File: src/rtl/alu181_pkg.sv
// Shared opcode constants and sequencer state encoding for the nibble-serial
// 74181 initiator and its bench.
package alu181_pkg;

    localparam logic [3:0] S_ADD = 4'b1001;
    localparam logic       M_ADD = 1'b0;
    localparam logic [3:0] S_SUB = 4'b0110;
    localparam logic       M_SUB = 1'b0;
    localparam logic [3:0] S_AND = 4'b1011;
    localparam logic       M_AND = 1'b1;
    localparam logic [3:0] S_XOR = 4'b0110;
    localparam logic       M_XOR = 1'b1;

    typedef enum logic [1:0] {
        ST_IDLE = 2'd0,
        ST_RUN  = 2'd1,
        ST_DONE = 2'd2
    } state_t;

endpackage

File: src/rtl/alu181_nibble_sequencer.sv
// Drives one 74181 slice nibble by nibble (LSB first), chaining its carry-out
// back to carry-in, and returns the assembled wide result on a handshake.
module alu181_nibble_sequencer
    import alu181_pkg::*;
#(
    parameter int NIBBLES = 4
) (
    input  logic                   clk,
    input  logic                   rst_n,
    input  logic                   cmd_valid,
    output logic                   cmd_ready,
    input  logic [3:0]             cmd_s,
    input  logic                   cmd_m,
    input  logic                   cmd_cnb,
    input  logic [4*NIBBLES-1:0]   cmd_a,
    input  logic [4*NIBBLES-1:0]   cmd_b,
    output logic [3:0]             alu_a,
    output logic [3:0]             alu_b,
    output logic [3:0]             alu_s,
    output logic                   alu_m,
    output logic                   alu_cnb,
    input  logic [3:0]             alu_f,
    input  logic                   alu_cn4b,
    input  logic                   alu_aeb,
    output logic                   rsp_valid,
    input  logic                   rsp_ready,
    output logic [4*NIBBLES-1:0]   rsp_f,
    output logic                   rsp_cn4b,
    output logic                   rsp_aeb,
    output logic                   busy
);

    localparam int W     = 4 * NIBBLES;
    localparam int IDX_W = (NIBBLES > 1) ? $clog2(NIBBLES) : 1;
    localparam logic [IDX_W-1:0] LAST_IDX = IDX_W'(NIBBLES - 1);
    localparam logic [IDX_W-1:0] IDX_ONE  = IDX_W'(1);

    state_t             state_r;
    state_t             state_nxt_s;
    logic [IDX_W-1:0]   idx_r;
    logic [IDX_W-1:0]   idx_nxt_s;
    logic               last_s;
    logic [W-1:0]       a_r;
    logic [W-1:0]       b_r;
    logic [W-1:0]       result_r;
    logic [W-1:0]       result_nxt_s;
    logic               aeb_acc_r;
    logic               aeb_nxt_s;

    logic               cmd_ready_r;
    logic               busy_r;
    logic               rsp_valid_r;
    logic [W-1:0]       rsp_f_r;
    logic               rsp_cn4b_r;
    logic               rsp_aeb_r;
    logic [3:0]         alu_a_r;
    logic [3:0]         alu_b_r;
    logic [3:0]         alu_s_r;
    logic               alu_m_r;
    logic               alu_cnb_r;

    assign cmd_ready = cmd_ready_r;
    assign busy      = busy_r;
    assign rsp_valid = rsp_valid_r;
    assign rsp_f     = rsp_f_r;
    assign rsp_cn4b  = rsp_cn4b_r;
    assign rsp_aeb   = rsp_aeb_r;
    assign alu_a     = alu_a_r;
    assign alu_b     = alu_b_r;
    assign alu_s     = alu_s_r;
    assign alu_m     = alu_m_r;
    assign alu_cnb   = alu_cnb_r;

    // Next-state and per-nibble merge of the slice result.
    always_comb begin
        state_nxt_s  = state_r;
        idx_nxt_s    = idx_r + IDX_ONE;
        last_s       = (idx_r == LAST_IDX);
        result_nxt_s = result_r;
        result_nxt_s[{idx_r, 2'b00} +: 4] = alu_f;
        aeb_nxt_s    = aeb_acc_r & alu_aeb;
        case (state_r)
            ST_IDLE: begin
                if (cmd_valid) begin
                    state_nxt_s = ST_RUN;
                end else begin
                    state_nxt_s = ST_IDLE;
                end
            end
            ST_RUN: begin
                if (last_s) begin
                    state_nxt_s = ST_DONE;
                end else begin
                    state_nxt_s = ST_RUN;
                end
            end
            ST_DONE: begin
                if (rsp_ready) begin
                    state_nxt_s = ST_IDLE;
                end else begin
                    state_nxt_s = ST_DONE;
                end
            end
            default: state_nxt_s = ST_IDLE;
        endcase
    end

    // State, datapath and registered outputs; slice drives are preloaded one
    // edge ahead so alu_* always present the nibble currently being processed.
    always_ff @(posedge clk) begin
        if (!rst_n) begin
            state_r     <= ST_IDLE;
            idx_r       <= '0;
            a_r         <= '0;
            b_r         <= '0;
            result_r    <= '0;
            aeb_acc_r   <= 1'b1;
            cmd_ready_r <= 1'b1;
            busy_r      <= 1'b0;
            rsp_valid_r <= 1'b0;
            rsp_f_r     <= '0;
            rsp_cn4b_r  <= 1'b1;
            rsp_aeb_r   <= 1'b0;
            alu_a_r     <= 4'h0;
            alu_b_r     <= 4'h0;
            alu_s_r     <= 4'h0;
            alu_m_r     <= 1'b0;
            alu_cnb_r   <= 1'b1;
        end else begin
            state_r     <= state_nxt_s;
            cmd_ready_r <= (state_nxt_s == ST_IDLE);
            busy_r      <= (state_nxt_s != ST_IDLE);
            rsp_valid_r <= (state_nxt_s == ST_DONE);
            case (state_r)
                ST_IDLE: begin
                    if (cmd_valid) begin
                        a_r       <= cmd_a;
                        b_r       <= cmd_b;
                        idx_r     <= '0;
                        aeb_acc_r <= 1'b1;
                        alu_a_r   <= cmd_a[3:0];
                        alu_b_r   <= cmd_b[3:0];
                        alu_s_r   <= cmd_s;
                        alu_m_r   <= cmd_m;
                        alu_cnb_r <= cmd_cnb;
                    end
                end
                ST_RUN: begin
                    result_r  <= result_nxt_s;
                    aeb_acc_r <= aeb_nxt_s;
                    if (last_s) begin
                        rsp_f_r    <= result_nxt_s;
                        rsp_cn4b_r <= alu_cn4b;
                        rsp_aeb_r  <= aeb_nxt_s;
                        alu_a_r    <= 4'h0;
                        alu_b_r    <= 4'h0;
                        alu_s_r    <= 4'h0;
                        alu_m_r    <= 1'b0;
                        alu_cnb_r  <= 1'b1;
                    end else begin
                        idx_r     <= idx_nxt_s;
                        alu_a_r   <= a_r[{idx_nxt_s, 2'b00} +: 4];
                        alu_b_r   <= b_r[{idx_nxt_s, 2'b00} +: 4];
                        alu_cnb_r <= alu_cn4b;
                    end
                end
                ST_DONE: begin
                    idx_r <= idx_r;
                end
                default: begin
                    idx_r <= '0;
                end
            endcase
        end
    end

endmodule

File: config.mk
export PLATFORM = sky130hd
export DESIGN_NAME = alu181_nibble_sequencer
export DESIGN_NICKNAME = d
export VERILOG_FILES = /design/src/rtl/alu181_pkg.sv /design/src/rtl/alu181_nibble_sequencer.sv
export SDC_FILE = /design/constraint.sdc
export NUM_CORES = 1
export LEC_CHECK = 0
export BUFFER_PORTS_ARGS = -buffer_cell sky130_fd_sc_hd__buf_2
export CAP_MARGIN = 20
export CORE_MARGIN = 10
export CORE_UTILIZATION = 35
export CTS_CLUSTER_DIAMETER = 30
export DETAILED_ROUTE_END_ITERATION = 8
export REMOVE_ABC_BUFFERS = 1
export SYNTH_ARGS = -nofsm -noshare
export SYNTH_HDL_FRONTEND = slang
export SYNTH_SLANG_ARGS = --single-unit
File: constraint.sdc
create_clock -name clk -period 2.6 [get_ports clk]
set_clock_uncertainty 0.1 [all_clocks]
set_input_delay 0.78 -clock clk [delete_from_list [all_inputs] [get_ports clk]]
set_output_delay 0.78 -clock clk [all_outputs]
set_load 0.03 [all_outputs]
==> results.yml, run 1 <==
route:
  routed-via-count: 2988
  drt-initial-drc-count: 181
  drtAntennaViolNets: 0
  vias_per_cell: 4.97
  first_pass_iters: 4
  wl_per_cell_microns: 14.9
  wl_mm: 8.94
  drc: 0
grt:
  grt_usage_pct: 12.1
  grt_pass1_wl_mm: 14.8
  gr-total-overflow: 0
  grtUsageMet1_pct: 15.4
  grt_max_degree: 45
  met2_usage_pct: 18.6
  grt_pass1_vias: 3010
  use_met3_pct: 4.65
  antenna_found_initial: 0
  grt_busiest_layer: "met2"
die:
  die_y_microns: 122
  core_sq_um: 10200
  start_util_pct: 35.4
  die_w_microns: 122
  rows: 37
  floorplan.die_area_sq_um: 14800
  boundaryPins: 83
cells_and_area:
  finalInstanceArea_sq_um: 4320
  area_growth_pct: 19.7
  nets: 516
  drive_above_1_share_pct: 24.1
  insertedDiodeCount: 0
  post-route-util_pct: 42.4
clock_network:
  cts_tree: "yes"
  cts_made_buffers: 9
  cts_hold_buffers: 0
  clk_latency_ns: 0.34
  h-tree-depth: 3
  clockBufferDepth: 2
  clkSinkCount: 84
  cts-root-buf: "clkbuf_8"
  postCtsSetupBuffers: 0
  clk_pin_slew_ns: 0.08
  ctsResizeCount: 0
yosys:
  synth_top_area_share_pct: 46.6
  synth-async-reset-ratio_pct: 0
  synth_cells: 390
  ys.warnings.count: 0
  synth_seq_area_share_pct: 46.6
  synthTopCellsByArea: "dfxtp_1 (47%), nand2_1 (9.2%), mux4_1 (5.1%)"
  yosysUniqueCellTypes: 41
  synth-seq-cells: 84
  synth_flop_cell: "dfxtp_1"
  synth_commonest_cells: "nand2_1 (88), dfxtp_1 (84), o21ai_0 (23), a21boi_1 (20), a21boi_0 (18)"
  syn-cell-area_sq_um: 3610
  synth_top_cell_by_area: "dfxtp_1"
  yosysMostFrequentCell: "nand2_1"
  synth_edf_count: 0
  avgSynthCellArea_sq_um: 9.25
power:
  irDropWorstVdd_uv: 239
  total_leakage_power_nw: 1.81
  p_per_area_nw_per_um2: 606
placed_design:
  dpl.hpwl_mm: 6.41
  globalplace.congestion: 0.778
  placed_cell_area_sq_um: 4130
  io_buffers: 82
  preCtsSetupSlack_ns: 0.382
timing:
  slew_headroom_pct: 50.6
  worst_pin_slew_ns: 0.739
  max_freq_mhz: 454
  fin_crit_ns: 2.20
  setup_violations: 0
  post-route-period-util_pct: 84.7
  fin_ws_ns: 0.397
  setup-tns-final_ns: 0
  final_max_slew_viol_count: 0
  hold_violations: 0
  rsz0062_at_grt: "false"
worst_hold_path:
  hp-class: "reg2reg"
worst_setup_path:
  r2r_slack_ns: 0.40
  crit_slowest_cell: "ha_1"
  start_kind: "flop"
  crit_buf_inv: 1
  required_ns: 2.76
  crit_path_max_fanout: 11
  reg2reg_to: "result_r[4]"
  worstSetupEndpointType: "flop"
  critPathTopFamily: "simple AND/OR/NAND/NOR gates"
  r2r-start: "idx_r[1]"
  cp_num_cells: 5
  startpoint: "idx_r[1]"
  path_cells: "inv_1 > ha_1 > nor3b_4 > nand4_2 > o22ai_1"
  ff2ff_path_depth: 5
  path_class: "reg2reg"
  arrival_ns: 2.36
  critPathMaxStageDelay_ns: 0.61
  critPathCapture: "result_r[4]"
outcome:
  status: "completed"
flow_run:
  cap_violations: 0
==> cell families (layout without fill, tap and decap cells) <==
kind of cell / after synthesis / in the layout / share of synthesized area (%)
DFF: 84 / 84 / 46.6
muxes: 10 / 10 / 5.93
AOI/OAI and AO/OA: 115 / 115 / 21.7
adders and majority gates: 6 / 6 / 2.08
and+or+nand+nor: 138 / 138 / 19.0
xor gates and xnor gates: 1 / 1 / 0.243
buffers and inverters: 36 / 111 / 4.47
==> metal layers <==
layer	share of wire (%)	wire, microns
met5	0	0
met4	0.98	88
met3	7.2	647
met2	46	4090
met1	46	4120
==> worst register-to-register path: stages (launching register included) <==
cell	delay (ns)
dfxtp_1	0.40
inv_1	0.11
ha_1	0.61
nor3b_4	0.51
nand4_2	0.21
o22ai_1	0.19
==> stage by stage <==
stage                     std cells  total power (W)  hold slack (ns)
after floorplan                 360          0.00160            0.330
after global placement          587          0.00173            0.337
after detailed placement        587          0.00174            0.345
after CTS                       601          0.00265            0.356
after global routing            601          0.00275            0.372
final                           601          0.00262            0.352
==> where the power goes <==
part           internal, W  switching, W  total, W
Sequential         0.00134     0.0000284   0.00137
Combinational     0.000141      0.000197  0.000338
Clock             0.000485      0.000425  0.000910
==> worst min path at each step <==
stage / startpoint / endpoint / cells past startpoint
global route: a_r[0] / a_r[0] / 2
detailed placement: a_r[0] / a_r[0] / 2
CTS: a_r[0] / a_r[0] / 2
finish: a_r[0] / a_r[0] / 2
global placement: a_r[2] / a_r[2] / 2
floorplan: a_r[12] / a_r[12] / 2
==> sequential cells by signal, summed over array words and instances (netlist names) <==
signal     flops
rsp_cn4b       1
b_r           16
rsp_f         16
busy           1
a_r           16
alu_s          4
alu_m          1
rsp_valid      1
alu_b          4
aeb_acc_r      1
alu_a          4
result_r      12
alu_cnb        1
idx_r          2
cmd_ready      1
rsp_aeb        1
state_r        2
==> cell type report <==
| type | instances | area [sq um] |
|---|---|---|
| clock buffers | 12 | 155 |
| well taps | 136 | 170 |
| fillers | 1047 | 5870 |
| inverters | 6 | 22.5 |
| repair buffers | 91 | 490 |
| flip-flops and latches | 84 | 1680 |
| clock inverters | 2 | 35.0 |
| multi-input cells | 270 | 1760 |
==> cells in the final DEF, fill, tap and decap left out, types with 11 or more instances in the layout <==
cell,synthesis,routed
a21boi_0,18,18
a22o_1,14,14
nand2_1,88,88
dfxtp_1,84,84
clkbuf_8,0,11
a21oi_1,17,17
buf_2,15,82
nand3_1,13,13
a21boi_1,20,20
o21ai_0,23,23
Note: power is estimated with default switching activity, not from simulation.
==> inputs of run 2 (changes only) <==
Clock period 2.6 ns to 1.75 ns, I/O delays scaled along.
==> run 2 against run 1 <==
Sequential power is 49% higher. Die area stayed put. Design area is 4.3% higher. Via count is 3.4% higher. Non-clock buffer count is 18 higher.
==> results.yml, run 2 (synthesized netlist as in run 1, its figures left out) <==
worst_setup_path:
  crit_slowest_cell: "mux4_2"
  path_cells: "inv_2 > ha_4 > buf_12 > mux4_2 > a22o_1"
  path_class: "reg2reg"
  worstSetupEndpointType: "flop"
  start_kind: "flop"
  crit_path_max_fanout: 8
  required_ns: 1.89
  r2r-start: "idx_r[0]"
  ff2ff_path_depth: 5
  r2r_slack_ns: 0.02
  reg2reg_to: "alu_a[2]"
  startpoint: "idx_r[0]"
  arrival_ns: 1.87
  critPathCapture: "alu_a[2]"
  critPathMaxStageDelay_ns: 0.50
timing:
  rsz0062_at_grt: "true"
  post-route-period-util_pct: 98.8
  setup_violations: 0
  fin_crit_ns: 1.73
  hold_violations: 0
  worst_pin_slew_ns: 0.429
  final_max_slew_viol_count: 0
  slew_headroom_pct: 71.4
  max_freq_mhz: 578
clock_network:
  cts_hold_buffers: 0
  cts-root-buf: "clkbuf_8"
  clk_latency_ns: 0.35
  clk_pin_slew_ns: 0.09
  clkSinkCount: 84
  h-tree-depth: 3
  clockBufferDepth: 2
  cts_made_buffers: 9
  cts_tree: "yes"
route:
  routed-via-count: 3091
  vias_per_cell: 4.99
  drc: 0
  wl_per_cell_microns: 15.0
  drtAntennaViolNets: 0
  first_pass_iters: 4
  drt-initial-drc-count: 136
  wl_mm: 9.29
die:
  boundaryPins: 83
  start_util_pct: 35.4
  die_y_microns: 122
  core_sq_um: 10200
  floorplan.die_area_sq_um: 14800
  rows: 37
  die_w_microns: 122
cells_and_area:
  layout_common_cells: "nand2_1 (88), dfxtp_1 (82), buf_2 (82)"
  final_common_cell: "nand2_1"
  nets: 534
  final_cells: 620
  area_growth_pct: 24.8
  insertedDiodeCount: 0
  n_fill_cell: 1027
  drive_above_1_share_pct: 29.8
placed_design:
  io_buffers: 82
  globalplace.congestion: 0.797
  dpl.hpwl_mm: 6.77
  dp_cells: 604
power:
  irDropWorstVdd_uv: 402
  total_power_w: 0.00405
  total_leakage_power_nw: 1.86
  p_per_area_nw_per_um2: 900
worst_hold_path:
  hp-class: "in2reg"
grt:
  grt_max_degree: 37
  antenna_found_initial: 0
  grt_pass1_vias: 3020
  grt_pass1_wl_mm: 14.9
  gr-total-overflow: 0
  grt_usage_pct: 12.4
outcome:
  status: "completed"
flow_run:
  cap_violations: 0
## run 2: cell count changes in the layout (fill, tap and decap cells not counted), sizes merged
cell | before | now
clkinvlp | 0 | 2
clkinv | 1 | 0
buf | 91 | 109
clkbuf | 12 | 11
bufinv | 1 | 2
## run 2: timing repair
item	in CTS	in global routing
pin swaps	3	7
buffers inserted	0	1
resized for setup	13	4
endpoints found under the setup margin	24	35
## run 2: metrics by stage
step	setup TNS [ns]	util (%)	hold slack, ns	instance area, sq um	setup slack [ns]
finish	0	44.2	0.302	4500	0.0202
global route	-0.263	44.2	0.293	4500	-0.0421
CTS	0	43.9	0.289	4470	0.00137
detailed placement	-1.34	41.9	0.345	4270	-0.142
global placement	-0.457	41.9	0.336	4270	-0.0666
floorplan	-23.98	-	0.330	3470	-0.695
## run 2: worst max-delay path: cells and delay by family, from the launching register on
kind	cells	cell delay [ns]
adder cells (fa/ha/maj)	1	0.27
AO/OA/AOI/OAI	1	0.22
flip-flops	1	0.34
multiplexers	1	0.50
buffers and inverters	2	0.19
## run 2: routing by layer
layer	track usage [%]	vias up	part of all wire (%)
li1	-	1553	-
met1	15.1	1426	45
met2	19.7	102	47
met3	4.33	10	7.6
met4	4.47	0	0.98
met5	0	-	0
## run 2: power by group
group          leakage, nW  internal [W]  switching (W)
Clock               0.0956      0.000797       0.000663
Sequential           0.687       0.00199      0.0000446
Combinational         1.08      0.000248       0.000308
Total                 1.86       0.00304        0.00102
## run 2: layout make-up
cell class | count | area, sq um | share of cell area, %
Inverter | 6 | 22.5 | 0.500
Clock buffer | 11 | 131 | 2.92
Timing Repair Buffer | 109 | 654 | 14.5
Clock inverter | 4 | 75.1 | 1.67
Sequential cell | 84 | 1680 | 37.4
Tap cell | 136 | 170 | 3.78
Multi-Input combinational cell | 270 | 1770 | 39.2
## run 2: worst min-delay path by stage
stage,startpoint,endpoint,slack (ns),cells past startpoint
6_report,cmd_a[13],a_r[13],0.30,3
5_1_grt,cmd_a[12],a_r[12],0.29,3
4_1_cts,cmd_a[12],a_r[12],0.29,3
3_5_place_dp,a_r[8],a_r[8],0.35,2
3_3_place_gp,b_r[3],b_r[3],0.34,2
2_1_floorplan,a_r[12],a_r[12],0.33,2
